### config.mk
export PLATFORM = sky130hd
export DESIGN_NAME = microtile_seq_counter
export DESIGN_NICKNAME = d
export VERILOG_FILES = /design/src/rtl/microtile_seq_counter.sv
export SDC_FILE = /design/constraint.sdc
export NUM_CORES = 1
export LEC_CHECK = 0
export CORE_MARGIN = 8
export CORE_UTILIZATION = 30
export DETAILED_ROUTE_END_ITERATION = 10
export SYNTH_ARGS = -nofsm -noshare
export SYNTH_HDL_FRONTEND = slang
export SYNTH_SLANG_ARGS = --single-unit
### constraint.sdc
create_clock -name clk -period 2.5 [get_ports clk]
set_input_delay 0.75 -clock clk [delete_from_list [all_inputs] [get_ports clk]]
set_output_delay 0.75 -clock clk [all_outputs]
set_load 0.02 [all_outputs]
### src/rtl/microtile_seq_counter.sv
// ---------------------------------------------------------------------------
// microtile_seq_counter
//
// Small multi-mode sequence counter for a micro tile. It counts up, counts
// down, holds, or steps a maximal-length Fibonacci LFSR. A prescaler divides
// the step rate by 2^PRESCALE enabled cycles. A synchronous load
// overrides everything else.
//
// Parameters
//   WIDTH    : counter width, legal 3..7 (default 7)
//   PRESCALE : counter steps once every 2^PRESCALE enabled cycles,
//              legal 0..4 (default 0)
//
// Ports
//   clk    : single clock, all state updates on its rising edge
//   rst_n  : asynchronous active-low reset, clears all state
//   ena    : tile enable, all state holds while low
//   ui_in  : [1:0] mode (00 hold, 01 up, 10 down, 11 LFSR)
//            [2]   load strobe
//            [7:3] load value (zero-extended or truncated to WIDTH)
//   uo_out : [WIDTH-1:0] count, [6:WIDTH] zero, [7] wrap pulse
//
// Configuration macro
//   MICROTILE_SYNC_INPUT_EN : when defined, ui_in passes through a 2-flop
//   synchroniser before decode (2 extra cycles of latency). When undefined,
//   ui_in is sampled directly and the latency to uo_out is one clock.
// ---------------------------------------------------------------------------
module microtile_seq_counter #(
    parameter int WIDTH    = 7,
    parameter int PRESCALE = 0
) (
    input  logic       clk,
    input  logic       rst_n,
    input  logic       ena,
    input  logic [7:0] ui_in,
    output logic [7:0] uo_out
);

    typedef enum logic [1:0] {
        MODE_HOLD = 2'b00,
        MODE_UP   = 2'b01,
        MODE_DOWN = 2'b10,
        MODE_LFSR = 2'b11
    } mode_t;

    // LFSR tap position t (1-based): fb = count[WIDTH-1] ^ count[t-1].
    // Each pair gives a primitive trinomial so the period from 1 is
    // 2^WIDTH-1.
    localparam int TAP = (WIDTH == 3) ? 2 :
                         (WIDTH == 4) ? 3 :
                         (WIDTH == 5) ? 3 :
                         (WIDTH == 6) ? 5 : 6;

    // The prescaler register is at least one bit wide so the PRESCALE=0
    // build still has a legal vector; in that case it is held at zero.
    localparam int              PW      = (PRESCALE > 0) ? PRESCALE : 1;
    localparam logic [PW-1:0]   PS_LAST = PW'((1 << PRESCALE) - 1);
    localparam logic [WIDTH-1:0] CNT_MAX = '1;
    localparam logic [WIDTH-1:0] CNT_ONE = WIDTH'(1);

    logic [7:0]       in_s;
    mode_t            mode;
    logic             load;
    logic [WIDTH-1:0] load_val;

    logic [PW-1:0]    prescaler;
    logic [PW-1:0]    prescaler_next;
    logic             strobe;

    logic [WIDTH-1:0] count;
    logic [WIDTH-1:0] count_next;
    logic             wrap;
    logic             wrap_next;

    logic             fb;
    logic [WIDTH-1:0] lfsr_next;

    // -----------------------------------------------------------------------
    // Input stage. With the synchroniser enabled both flops follow the tile
    // enable so that a disabled tile keeps every bit of its state.
    // -----------------------------------------------------------------------
`ifdef MICROTILE_SYNC_INPUT_EN
    logic [7:0] sync_q1;
    logic [7:0] sync_q2;

    always_ff @(posedge clk or negedge rst_n) begin
        if (!rst_n) begin
            sync_q1 <= '0;
            sync_q2 <= '0;
        end else if (ena) begin
            sync_q1 <= ui_in;
            sync_q2 <= sync_q1;
        end
    end

    assign in_s = sync_q2;
`else
    assign in_s = ui_in;
`endif

    // -----------------------------------------------------------------------
    // Decode. The 5-bit load field is zero-extended for WIDTH above 5 and
    // truncated (upper bits dropped) for WIDTH below 5.
    // -----------------------------------------------------------------------
    assign mode = mode_t'(in_s[1:0]);
    assign load = in_s[2];

    for (genvar i = 0; i < WIDTH; i++) begin : g_load_val
        if (i < 5) begin : g_field
            assign load_val[i] = in_s[3+i];
        end else begin : g_pad
            assign load_val[i] = 1'b0;
        end
    end

    // -----------------------------------------------------------------------
    // Prescaler. Free-runs on ena, wraps to 0 after PS_LAST, and is cleared
    // by a load so the first step after a load lands 2^PRESCALE enabled
    // cycles later. A mode change does not touch it.
    // -----------------------------------------------------------------------
    assign strobe = ena && (prescaler == PS_LAST);

    always_comb begin
        prescaler_next = prescaler;
        if (ena) begin
            if (load || (PRESCALE == 0)) begin
                prescaler_next = '0;
            end else begin
                prescaler_next = prescaler + PW'(1);
            end
        end
    end

    // -----------------------------------------------------------------------
    // LFSR next value. An all-zero count would lock the shift register, so
    // zero steps to 1 instead.
    // -----------------------------------------------------------------------
    assign fb        = count[WIDTH-1] ^ count[TAP-1];
    assign lfsr_next = (count == '0) ? CNT_ONE : {count[WIDTH-2:0], fb};

    // -----------------------------------------------------------------------
    // Count / wrap next state. Load beats mode and strobe. Wrap marks the
    // step that closes a cycle: up max->0, down 0->max, or the LFSR
    // returning to 1 from a nonzero value (the lock-up escape is not a wrap).
    // While the tile is disabled wrap holds together with the rest.
    // -----------------------------------------------------------------------
    always_comb begin
        count_next = count;
        wrap_next  = 1'b0;
        if (!ena) begin
            wrap_next = wrap;
        end else if (load) begin
            count_next = load_val;
        end else if (strobe) begin
            case (mode)
                MODE_HOLD: begin
                    count_next = count;
                end
                MODE_UP: begin
                    count_next = count + CNT_ONE;
                    wrap_next  = (count == CNT_MAX);
                end
                MODE_DOWN: begin
                    count_next = count - CNT_ONE;
                    wrap_next  = (count == '0);
                end
                MODE_LFSR: begin
                    count_next = lfsr_next;
                    wrap_next  = (count != '0) && (lfsr_next == CNT_ONE);
                end
                default: begin
                    count_next = count;
                end
            endcase
        end
    end

    // -----------------------------------------------------------------------
    // State registers.
    // -----------------------------------------------------------------------
    always_ff @(posedge clk or negedge rst_n) begin
        if (!rst_n) begin
            count     <= '0;
            wrap      <= 1'b0;
            prescaler <= '0;
        end else begin
            count     <= count_next;
            wrap      <= wrap_next;
            prescaler <= prescaler_next;
        end
    end

    // -----------------------------------------------------------------------
    // Output packing, straight from registers. Bits between the count field
    // and the wrap bit read as zero for narrow counters.
    // -----------------------------------------------------------------------
    if (WIDTH < 7) begin : g_out_pad
        assign uo_out = {wrap, {(7-WIDTH){1'b0}}, count};
    end else begin : g_out_full
        assign uo_out = {wrap, count};
    end

endmodule

Word-level counts from Yosys, hierarchy flattened --
Cells that the tools add are included. W data, S select, Z words.
Storage, ports and cells: register bits 8, output and inout bits 8
Cells by class: $add $sub $neg 2, equality and inequality tests 6, muxes and demuxes 7, bitwise logic cells 1, reductions and logical operators 6
Operator list (number):
- $mux W7 | 3
- $pmux W7 S3 | 1
- $add A7 B1 Y7 const B | 1
- $eq A7 B1 Y1 const B | 1
- $eq A7 B7 Y1 const B | 1
- $logic_not A7 Y1 | 1
- $reduce_bool A7 Y1 | 1
- $sub A7 B1 Y7 const B | 1
- $eq A2 B2 Y1 const B | 2
- $pmux W1 S3 | 1
- $reduce_and A3 Y1 | 1
- $eq A2 B1 Y1 const B | 1
- $logic_not A2 Y1 | 1
- $mux W1 | 2
- $ne A2 B2 Y1 const B | 1
- $reduce_bool A2 Y1 | 1
- $logic_and A1 B1 Y1 | 1
- $xor A1 B1 Y1 | 1

Logic depth before layout (Yosys ltp) --
depth in word-level cells 7, mapped depth 9, gate-level depth less buffers 8

Worst setup path after synthesis --
Ideal clock, no wire load.
path type input to register, from input port ui_in[0], to register count[6], setup time 0.136 ns, arrival time 2.315 ns, data required time 2.364 ns, path slack 0.049 ns, stages 8, buffers on the path 1, cells stage by stage buf_2 nand2b_1 fa_1 nand2b_1 a2111oi_4 a211oi_2 o2111ai_2 o311ai_1
Between the ends: cells in the longest elaborated chain, start to end 4, elaborated cells between the ends (all ways) 9
Ends and longest elaborated chain:
- from (decl) | line 35 | input logic [7:0] ui_in,
- $eq A2 B2 Y1 or $eq A2 B1 Y1 (tied branches) | line 155 | case (mode)
- $pmux W7 S3 | line 155
- $mux W7 | line 154 | end else if (strobe) begin
- $mux W7 | line 152 | end else if (load) begin
- to (signal assigned) | line 187 | count <= count_next;
- to (decl) | line 70 | logic [WIDTH-1:0] count;
Several ways; a longest one is shown, not always the timed one. The select of a mux whose other input is x is not followed. A chain may end at the register's enable or synchronous reset.

Final worst setup path --
Ends and elaborated chain as after synthesis.

==> qor.yml <==
placement:
  pre_cts_ws_ns: -0.405
  gp_congestion: 0.788
  dp_hpwl_mm: 1.78
  portBuffers: 18
die:
  die_w_um: 67.9
  io_pins: 19
  core_area_sq_um: 2660
  initial_utilization_pct: 30.4
  die_h_um: 67.9
  die-area_sq_um: 4620
  rows: 19
synth:
  ys_seq_elements: 8
  synthArstFlopShare_pct: 100
  synth_top_flop_cell: "dfrtp_1"
  synth.distinct_cells: 42
  syn_avg_cell_area_sq_um: 9.10
  synthCells: 89
  ys_seq_area_share_pct: 24.7
  ys_warn_count: 0
  syn-num-nets: 106
  netlist_area_sq_um: 810
  synth-edff-count: 0
power:
  ir_drop_mv: 0.410
  p_per_area_nw_per_um2: 574
  leakage_nw: 0.489
global_routing:
  grt_usage_pct: 9.84
  antenna_found_initial: 0
  grt_start_max_net_pins: 10
  grt_first_pass_wirelength_mm: 3.54
  grt_overflow: 0
  grt_pass1_vias: 773
timing:
  period_share_pct: 97.0
  setup_viol: 0
  min_period_ns: 2.42
  slew_headroom_pct: 71.7
  finalClockSkew_ns: 0.00336
  tightestPinTransition_ns: 0.421
  slew_violations: 0
  worst_slack_ns: 0.0754
  max_freq_ghz: 0.412
  fin_hold_ws_ns: 0.526
  hold_violations: 0
run:
  maxCapViolations: 0
drt:
  drt_pass1_iterations: 4
  wire_per_inst_um: 15.1
  vias: 785
  drc: 0
  vias_per_cell: 5.41
  drt_wl_total_mm: 2.19
  drt_iter0_markers: 51
  drtAntennaViolNets: 0
run_status:
  status: "complete, no violations"
layout:
  final_cell_mix: "clkdlybuf4s50_1, buf_4, dfrtp_1"
  layout.cells.most_common: "clkdlybuf4s50_1"
  drive_gt1_share_pct: 26.3
  nets: 133
  n_antenna_cell: 0
  area_delta_synth_final_pct: 42.8
clock_tree:
  clk_pin_slew_ns: 0.05
  cts_hold_buf: 0
  cts_tree: "done"
  clock_sinks: 8
  cts_root_buffer: "clkbuf_4"
  cts.path.max_buffers: 2
  h-tree-depth: 1
  worstSkewPairLatency_ns: 0.25
  cts_inserted_buffers: 3
worst_setup_path:
  worst_ep_arrival_time_ns: 2.54
  worstReg2RegStart: "count[0]"
  ff2ff_setup_slack_ns: 0.53
  startpoint_type: "primary input"
  critPathKind: "primary input to flip-flop"
  cp_max_fo: 4
  ff2ff_path_depth: 7
  path_cells: "clkdlybuf4s50_1 > nand2b_4 > fa_2 > nand2b_4 > a2111oi_4 > a211oi_2 > o2111ai_2 > o311ai_1"
  critical_path.slowest_cell: "clkdlybuf4s50_1"
  required_ns: 2.61
  path_common_cell: "nand2b_4"
  cpPeakStageDelay_ns: 0.42
  critical-path-top-delay-family: "compound AO/OA/AOI/OAI gates"
  r2r_end: "count[6]"
  critical_path.startpoint: "ui_in[0]"
  critical_path_buf_inv_count: 1
  endpoint_kind: "flip-flop"
min_path:
  holdPathStages: 2
  holdPathEnd: "wrap"
  hp-class: "flip-flop to flip-flop"
  hp-start: "wrap"
worst max-delay path by stage:
stage,endpoint,slack (ns),cells past startpoint
floorplan,count[6],0.05,8
global placement,count[4],-0.34,9
detailed placement,count[4],-0.41,9
CTS,count[6],0.02,8
global route,count[5],-0.001,9
finish,count[6],0.08,8
stage by stage:
stage          util, %  setup TNS (ns)  std cells  area [sq um]  power, mW
3_3_place_gp      39.6           -1.20        141          1050      0.526
3_5_place_dp      39.6           -1.46        141          1050      0.532
2_1_floorplan        -               0         89           810      0.404
5_1_grt           43.4        -0.00115        145          1160      0.719
4_1_cts           41.1               0        144          1090      0.639
6_report          43.4               0        145          1160      0.664
logic make-up after synthesis:
logic type / after synthesis / synth area share (%)
buf+inv: 11 / 7.42
mux: 3 / 3.71
simple gates: 28 / 19.6
xor+xnor: 3 / 3.25
compound gates: 30 / 31.1
flops: 8 / 24.7
fa+ha+maj: 6 / 10.2
cells in the mapped netlist (3+ instances only):
library cell	instances	area, sq um
dfrtp_1	8	200
a21oi_1	5	25.0
ha_1	5	62.6
inv_1	5	18.8
nand2_1	5	18.8
nand2b_1	5	31.3
nor2_1	5	18.8
a211oi_1	3	22.5
buf_2	3	15.0
mux2i_1	3	30.0
nand3_1	3	15.0
o22ai_1	3	18.8
sequential cells by signal (all words and copies together) (netlist names):
register and flops:
count 7, wrap 1
tightest hold or removal path, cell delays in order (launching register included):
cell     delay (ns)
dfrtp_1        0.37
inv_1          0.05
o22ai_1        0.06
area by class of cell:
| class | instances | area [sq um] |
|---|---|---|
| Tap cell | 31 | 38.8 |
| Timing Repair Buffer | 28 | 258 |
| Inverter | 5 | 21.3 |
| Clock buffer | 3 | 22.5 |
| Multi-Input combinational cell | 70 | 616 |
| Fill cell | 278 | 1510 |
| Sequential cell | 8 | 200 |
power by group:
part           total [mW]  internal, mW  switching (mW)
combinational       0.367         0.193           0.174
sequential          0.201         0.151          0.0500
clock              0.0964        0.0548          0.0416
total               0.664         0.398           0.266
layer usage:
layer	vias to the layer above	part of all wire (%)	GRT usage, %
met5	-	0	0
met4	0	1.7	3.84
met3	4	7.0	1.47
met2	23	51	17.8
met1	375	40	11.3
li1	383	-	-
timing repair:
item | CTS | global route
cloned | 0 | 0
setup buffers | 0 | 1
gates resized for setup | 4 | 9
endpoints found under the setup margin | 3 | 3
pin swaps | 0 | 3
Power figures use the tool's default switching activity.
